### src/rtl/tmds_decoder.sv
// TMDS receive channel decoder: token-based symbol alignment with bit-slip requests, then 10b->8b decode.
// Optional slip statistics counter built only when TMDS_DECODER_STATS_EN is defined.
module tmds_decoder #(
  parameter int LOCK_COUNT     = 16,
  parameter int SEARCH_TIMEOUT = 2048,
  parameter int SLIP_WAIT      = 4,
  parameter int LOSS_TIMEOUT   = 2048
) (
  input  logic        clk_i,
  input  logic        rst_i,
  input  logic [9:0]  tmds_i,
  output logic        bitslip_o,
  output logic        locked_o,
  output logic [7:0]  data_o,
  output logic [1:0]  ctrl_o,
  output logic        de_o,
  output logic [15:0] slip_count_o
);

  localparam int TOK_W  = $clog2(LOCK_COUNT) + 1;
  localparam int TO_W   = $clog2(SEARCH_TIMEOUT) + 1;
  localparam int WAIT_W = $clog2(SLIP_WAIT) + 1;
  localparam int LOSS_W = $clog2(LOSS_TIMEOUT) + 1;

  localparam logic [TOK_W-1:0]  TOK_LAST  = TOK_W'(LOCK_COUNT - 1);
  localparam logic [TO_W-1:0]   TO_LAST   = TO_W'(SEARCH_TIMEOUT - 1);
  localparam logic [WAIT_W-1:0] WAIT_LAST = WAIT_W'(SLIP_WAIT - 1);
  localparam logic [LOSS_W-1:0] LOSS_LAST = LOSS_W'(LOSS_TIMEOUT - 1);

  typedef enum logic [1:0] {
    S_SEARCH = 2'd0,
    S_SLIP   = 2'd1,
    S_LOCKED = 2'd2
  } state_t;

  state_t              state;
  logic [TOK_W-1:0]    tok_cnt;
  logic [TO_W-1:0]     to_cnt;
  logic [WAIT_W-1:0]   wait_cnt;
  logic [LOSS_W-1:0]   loss_cnt;

  logic       is_tok;
  logic [1:0] tok_val;
  logic [7:0] d_inv;
  logic [7:0] dec_byte;
  logic       lock_hit;
  logic       slip_fire;

  always_comb begin
    is_tok  = 1'b1;
    tok_val = 2'b00;
    case (tmds_i)
      10'h354: tok_val = 2'b00;
      10'h0AB: tok_val = 2'b01;
      10'h154: tok_val = 2'b10;
      10'h2AB: tok_val = 2'b11;
      default: is_tok = 1'b0;
    endcase
  end

  // Undo the optional inversion, then undo the XOR/XNOR transition chain.
  always_comb begin
    d_inv       = tmds_i[9] ? ~tmds_i[7:0] : tmds_i[7:0];
    dec_byte    = 8'h00;
    dec_byte[0] = d_inv[0];
    for (int i = 1; i < 8; i++) begin
      dec_byte[i] = tmds_i[8] ? (d_inv[i] ^ d_inv[i-1]) : ~(d_inv[i] ^ d_inv[i-1]);
    end
  end

  assign lock_hit  = is_tok && (tok_cnt == TOK_LAST);
  assign slip_fire = (state == S_SEARCH) && !lock_hit && (to_cnt == TO_LAST);

  always_ff @(posedge clk_i) begin
    if (rst_i) begin
      state     <= S_SEARCH;
      tok_cnt   <= '0;
      to_cnt    <= '0;
      wait_cnt  <= '0;
      loss_cnt  <= '0;
      bitslip_o <= 1'b0;
      locked_o  <= 1'b0;
      data_o    <= 8'h00;
      ctrl_o    <= 2'b00;
      de_o      <= 1'b0;
    end else begin
      bitslip_o <= 1'b0;
      data_o    <= 8'h00;
      de_o      <= 1'b0;
      case (state)
        S_SEARCH: begin
          ctrl_o <= 2'b00;
          if (lock_hit) begin
            state    <= S_LOCKED;
            locked_o <= 1'b1;
            tok_cnt  <= '0;
            to_cnt   <= '0;
          end else if (to_cnt == TO_LAST) begin
            state     <= S_SLIP;
            bitslip_o <= 1'b1;
            tok_cnt   <= '0;
            to_cnt    <= '0;
          end else begin
            tok_cnt <= is_tok ? tok_cnt + 1'b1 : '0;
            to_cnt  <= to_cnt + 1'b1;
          end
        end
        S_SLIP: begin
          ctrl_o <= 2'b00;
          if (wait_cnt == WAIT_LAST) begin
            state    <= S_SEARCH;
            wait_cnt <= '0;
          end else begin
            wait_cnt <= wait_cnt + 1'b1;
          end
        end
        S_LOCKED: begin
          if (is_tok) begin
            loss_cnt <= '0;
            ctrl_o   <= tok_val;
          end else if (loss_cnt == LOSS_LAST) begin
            state    <= S_SEARCH;
            locked_o <= 1'b0;
            loss_cnt <= '0;
            ctrl_o   <= 2'b00;
          end else begin
            loss_cnt <= loss_cnt + 1'b1;
            de_o     <= 1'b1;
            data_o   <= dec_byte;
          end
        end
        default: begin
          state    <= S_SEARCH;
          locked_o <= 1'b0;
          ctrl_o   <= 2'b00;
        end
      endcase
    end
  end

`ifdef TMDS_DECODER_STATS_EN
  logic [15:0] slip_cnt;

  always_ff @(posedge clk_i) begin
    if (rst_i) begin
      slip_cnt <= 16'h0000;
    end else if (slip_fire && (slip_cnt != 16'hFFFF)) begin
      slip_cnt <= slip_cnt + 16'h0001;
    end
  end

  assign slip_count_o = slip_cnt;
`else
  assign slip_count_o = 16'h0000;
`endif

endmodule

### config.mk
export PLATFORM = sky130hd
export DESIGN_NAME = tmds_decoder
export DESIGN_NICKNAME = d
export VERILOG_FILES = /design/src/rtl/tmds_decoder.sv
export SDC_FILE = /design/constraint.sdc
export NUM_CORES = 1
export LEC_CHECK = 0
export CAP_MARGIN = 25
export CORE_MARGIN = 8
export CORE_UTILIZATION = 45
export CTS_BUF_LIST = sky130_fd_sc_hd__clkbuf_2 sky130_fd_sc_hd__clkbuf_4 sky130_fd_sc_hd__clkbuf_8
export CTS_CLUSTER_DIAMETER = 60
export DETAILED_ROUTE_END_ITERATION = 8
export PLACE_DENSITY_LB_ADDON = 0.25
export REMOVE_ABC_BUFFERS = 1
export SYNTH_ARGS = -nofsm -noshare
export SYNTH_HDL_FRONTEND = slang
export SYNTH_SLANG_ARGS = --single-unit
### constraint.sdc
create_clock -name clk_i -period 1.97 [get_ports clk_i]
set_clock_uncertainty 0.05 [all_clocks]
set_input_delay 0.197 -clock clk_i [delete_from_list [all_inputs] [get_ports clk_i]]
set_output_delay 0.197 -clock clk_i [all_outputs]
set_load 0.02 [all_outputs]
==> run_results.csv <==
group,metric,value,unit
sta,holdWs,0.3139,ns
worst_setup_path,timing.critical_path.max_delay_family,"simple AND/OR/NAND/NOR gates",
finish,postLayoutCoreUtil,60.44,%
finish,areaGrowthSynthToFinish,28.89,%
synthesis,synth_compound_area_share,11.55,%
synthesis,main_flop_type_after_synthesis,"sky130_fd_sc_hd__dfxtp_1",
detailed_routing,post_drt_via_cell_ratio,4.978,
die,die-width,88.95,um
worst_setup_path,crit_path_start_kind,"input port",
synthesis,post_synth_instance_area,2395,um^2
sta,rsz0062_at_grt,"yes",
global_route,initial_antenna_violation_count,0,
synthesis,synth_edf_count,0,
placement,port_buffers,24,
detailed_routing,routed_wirelength,5278,um
detailed_routing,dr.first_iter.drc_count,110,
global_route,global_route.overflow_total,0,
die,io_pins,41,
sta,setup_total_negative_slack,0,ns
synthesis,synthesis.area_per_instance,8.492,um^2
sta,maxSlewViolCount,0,
sta,fmaxAchievable,0.5081,GHz
worst_setup_path,crit_required,2.15,ns
synthesis,synth_cell_type_count,51,
detailed_routing,drt_pre_antenna_iters,4,
synthesis,synth-seq-cells,47,
detailed_routing,antenna_violating_nets_post_route,0,
worst_setup_path,endpoint_class_of_the_critical_path,"register",
worst_setup_path,crit_path_max_fanout,3,
worst_setup_path,cp_data_arrival_time,2.14,ns
die,row_count,26,
clocking,cts-hold-fix-buffers,0,
die,initial_utilization,46.89,%
global_route,first_pass_grt_wire_length,8832,um
power_and_ir_drop,p_leak,1.203,nW
power_and_ir_drop,power.share.combinational,9.4,%
synthesis,post_synth_xor_area_fraction,9.875,%
worst_setup_path,worst_path_largest_cell_delay,0.53,ns
global_route,number_of_global_route_vias_before_repair,1944,
clocking,cts_made_buffers,5,
die,die_y_extent,88.95,um
finish,fin_nets,355,
clocking,tritoncts,"built",
synthesis,dominant_combinational_cell_family_by_area_after_synthesis,"simple AND/OR/NAND/NOR gates",
sta,layout_setup_ws,0.001917,ns
worst_setup_path,timing.critical_path.slowest_stage_cell,"sky130_fd_sc_hd__or4_4",
finish,antennaDiodeCount,0,
finish,layout.filler_cells,454,
synthesis,synth-async-reset-ratio,0,%
placement,placement_stage_worst_setup_slack,-0.5528,ns
die,core_area,5107,um^2
sta,layout_min_cycle_time,1.968,ns
power_and_ir_drop,netSwitchingPower,0.0004049,W
clocking,cts.path.max_buffers,2,
global_route,grtUsageTotal,14.20,%
clocking,worst_setup_hold_path_clk_slew,0.07,ns
global_route,grt_start_max_net_pins,14,
die,die_area,7912,um^2
clocking,clock_latency,0.30,ns
power_and_ir_drop,netSwitchingFraction,22.20,%
synthesis,synth_seq_area_share,39.29,%
clocking,htreeDepth,2,
power_and_ir_drop,power_density,590.8,nW/um^2
worst_setup_path,path_class,"input port to register",
placement,gp_congestion,0.7508,
outcome,run_status,"finished clean",
synthesis,synthCells,282,
placement,post-dp-hpwl,3958,um
worst_setup_path,worst-path-buf-inv,1,
sta,setup_viol,0,
worst_setup_path,crit_path_cell_trace,"dlygate4sd2_1, nand4bb_4, or4_4, a221o_1, or4_1, a31oi_1",
clocking,clock-root-buffer,"sky130_fd_sc_hd__clkbuf_8",
synthesis,synth_simple_gate_area_share,27.17,%
detailed_routing,detail_route.drc_violations,0,
power_and_ir_drop,p_seq_share,52.9,%
power_and_ir_drop,clkPwrFrac,37.7,%
clocking,cts_num_sinks,47,
synthesis,synthMuxAreaShare,0,%
min_path,worstHoldPathType,"input port to register",
power_and_ir_drop,internal-power,0.001419,W
power_and_ir_drop,vdd_ir_drop_max,0.5125,mV
synthesis,synth_adder_area_share,2.612,%
detailed_routing,vias,2031,
synthesis,synth-warning-count,0,
detailed_routing,wl_per_cell,12.94,um
sta,hold_viol_final,0,
sta,period_share,99.90,%
finish,drive_above_1_share,18.93,%
job,cap_violations,0,
==> worst min-delay path, delay by kind of cell <==
| family | cells | cell delay, ns |
|---|---|---|
| xor+xnor | 1 | 0.07 |
| buf+inv | 2 | 0.28 |
| simple gates | 1 | 0.08 |
==> Yosys cell counts, drive strengths merged (5+ instances only) <==
cell type | count | area [um^2]
buf | 19 | 142.6
clkbuf | 7 | 40.04
nor2 | 34 | 127.6
xnor2 | 17 | 148.9
nand3 | 12 | 60.06
xor2 | 10 | 87.58
o21ai | 6 | 30.02
nor3 | 10 | 50.05
a21oi | 12 | 60.06
dfxtp | 47 | 940.9
inv | 11 | 41.29
nand4 | 8 | 50.05
nand2 | 26 | 97.59
and3 | 6 | 38.79
a31oi | 5 | 31.28
ha | 5 | 62.56
==> area by class of cell <==
| class | instances | area [um^2] | share of cell area, % |
|---|---|---|---|
| timing repair buffer | 60 | 525.5 | 17.02 |
| inverter | 11 | 41.29 | 1.338 |
| multi-input combinational | 213 | 1383 | 44.79 |
| clock buffer | 6 | 76.32 | 2.473 |
| sequential | 47 | 943.4 | 30.56 |
| clock inverter | 1 | 30.03 | 0.9728 |
| tap | 70 | 87.58 | 2.837 |
==> cells by family (layout without fill, tap and decap cells) <==
kind of cell | Yosys count | after routing
compound gates | 42 | 42
xor+xnor | 27 | 27
fa+ha+maj | 5 | 5
buf+inv | 37 | 78
flops | 47 | 47
other cells | 1 | 16
simple gates | 123 | 123
==> per-stage QoR <==
step                      std cells  total power [W]  cell area (um^2)
final                           408         0.001824              3087
after global routing            408         0.001900              3087
after CTS                       406         0.001839              3000
after detailed placement        399         0.001153              2864
after global placement          399         0.001152              2864
after floorplan                 271         0.001075              2268
==> flip-flops by register name, indices dropped and copies added (netlist names) <==
signal / cells
bitslip_o: 1
wait_cnt: 3
de_o: 1
state: 2
locked_o: 1
to_cnt: 12
ctrl_o: 2
loss_cnt: 12
data_o: 8
tok_cnt: 5
==> cells in the final DEF (no fill, tap or decap), types with 3 or more instances in the layout <==
cell                               n
sky130_fd_sc_hd__dfxtp_1          45
sky130_fd_sc_hd__buf_4            35
sky130_fd_sc_hd__nor2_1           33
sky130_fd_sc_hd__nand2_1          26
sky130_fd_sc_hd__xnor2_1          17
sky130_fd_sc_hd__clkdlybuf4s50_1  17
sky130_fd_sc_hd__conb_1           16
sky130_fd_sc_hd__inv_1            11
sky130_fd_sc_hd__nand3_1          11
sky130_fd_sc_hd__a21oi_1          10
sky130_fd_sc_hd__xor2_1           10
sky130_fd_sc_hd__nand4_1           8
sky130_fd_sc_hd__nor3_1            8
sky130_fd_sc_hd__a31oi_1           5
sky130_fd_sc_hd__clkbuf_8          5
sky130_fd_sc_hd__and3_1            4
sky130_fd_sc_hd__nand4b_1          4
sky130_fd_sc_hd__a211oi_1          4
sky130_fd_sc_hd__o21ai_0           4
sky130_fd_sc_hd__dlygate4sd2_1     4
sky130_fd_sc_hd__nor4_1            3
sky130_fd_sc_hd__and4_1            3
sky130_fd_sc_hd__ha_1              3
sky130_fd_sc_hd__dlymetal6s2s_1    3
==> routing by layer <==
| layer | vias up | GRT usage, % | share of wire, % |
|---|---|---|---|
| met4 | 0 | 5.438 | 1.2 |
| li1 | 1078 | - | - |
| met3 | 5 | 3.125 | 3.1 |
| met5 | - | 0 | 0 |
| met1 | 921 | 17.63 | 46 |
| met2 | 27 | 23.32 | 49 |
==> path summary, 6_finish.rpt <==
check	start	to	slack [ns]	cells after the start
worst min register to register	wait_cnt[2]	wait_cnt[2]	0.38	2
worst max register to register	tok_cnt[1]	state[0]	0.03	9
worst min-delay path	tmds_i[0]	data_o[1]	0.31	4
worst max-delay path	tmds_i[2]	tok_cnt[3]	0.002	6
==> timing repair <==
action / 4_1_cts / 5_1_grt
gates resized for setup: 12 / 16
endpoints found under the setup margin: 16 / 18
setup buffers: 0 / 2
pin swaps: 7 / 9
==> power groups by stage <==
stage                     logic [W]  clock network, W  registers (W)
after detailed placement   0.000167                 0       0.000986
after floorplan           0.0000882                 0       0.000987
after global placement     0.000166                 0       0.000986
final                      0.000172          0.000688       0.000964
after global routing       0.000188          0.000746       0.000966
after CTS                  0.000168          0.000707       0.000964
Power figures use the tool's default switching activity.
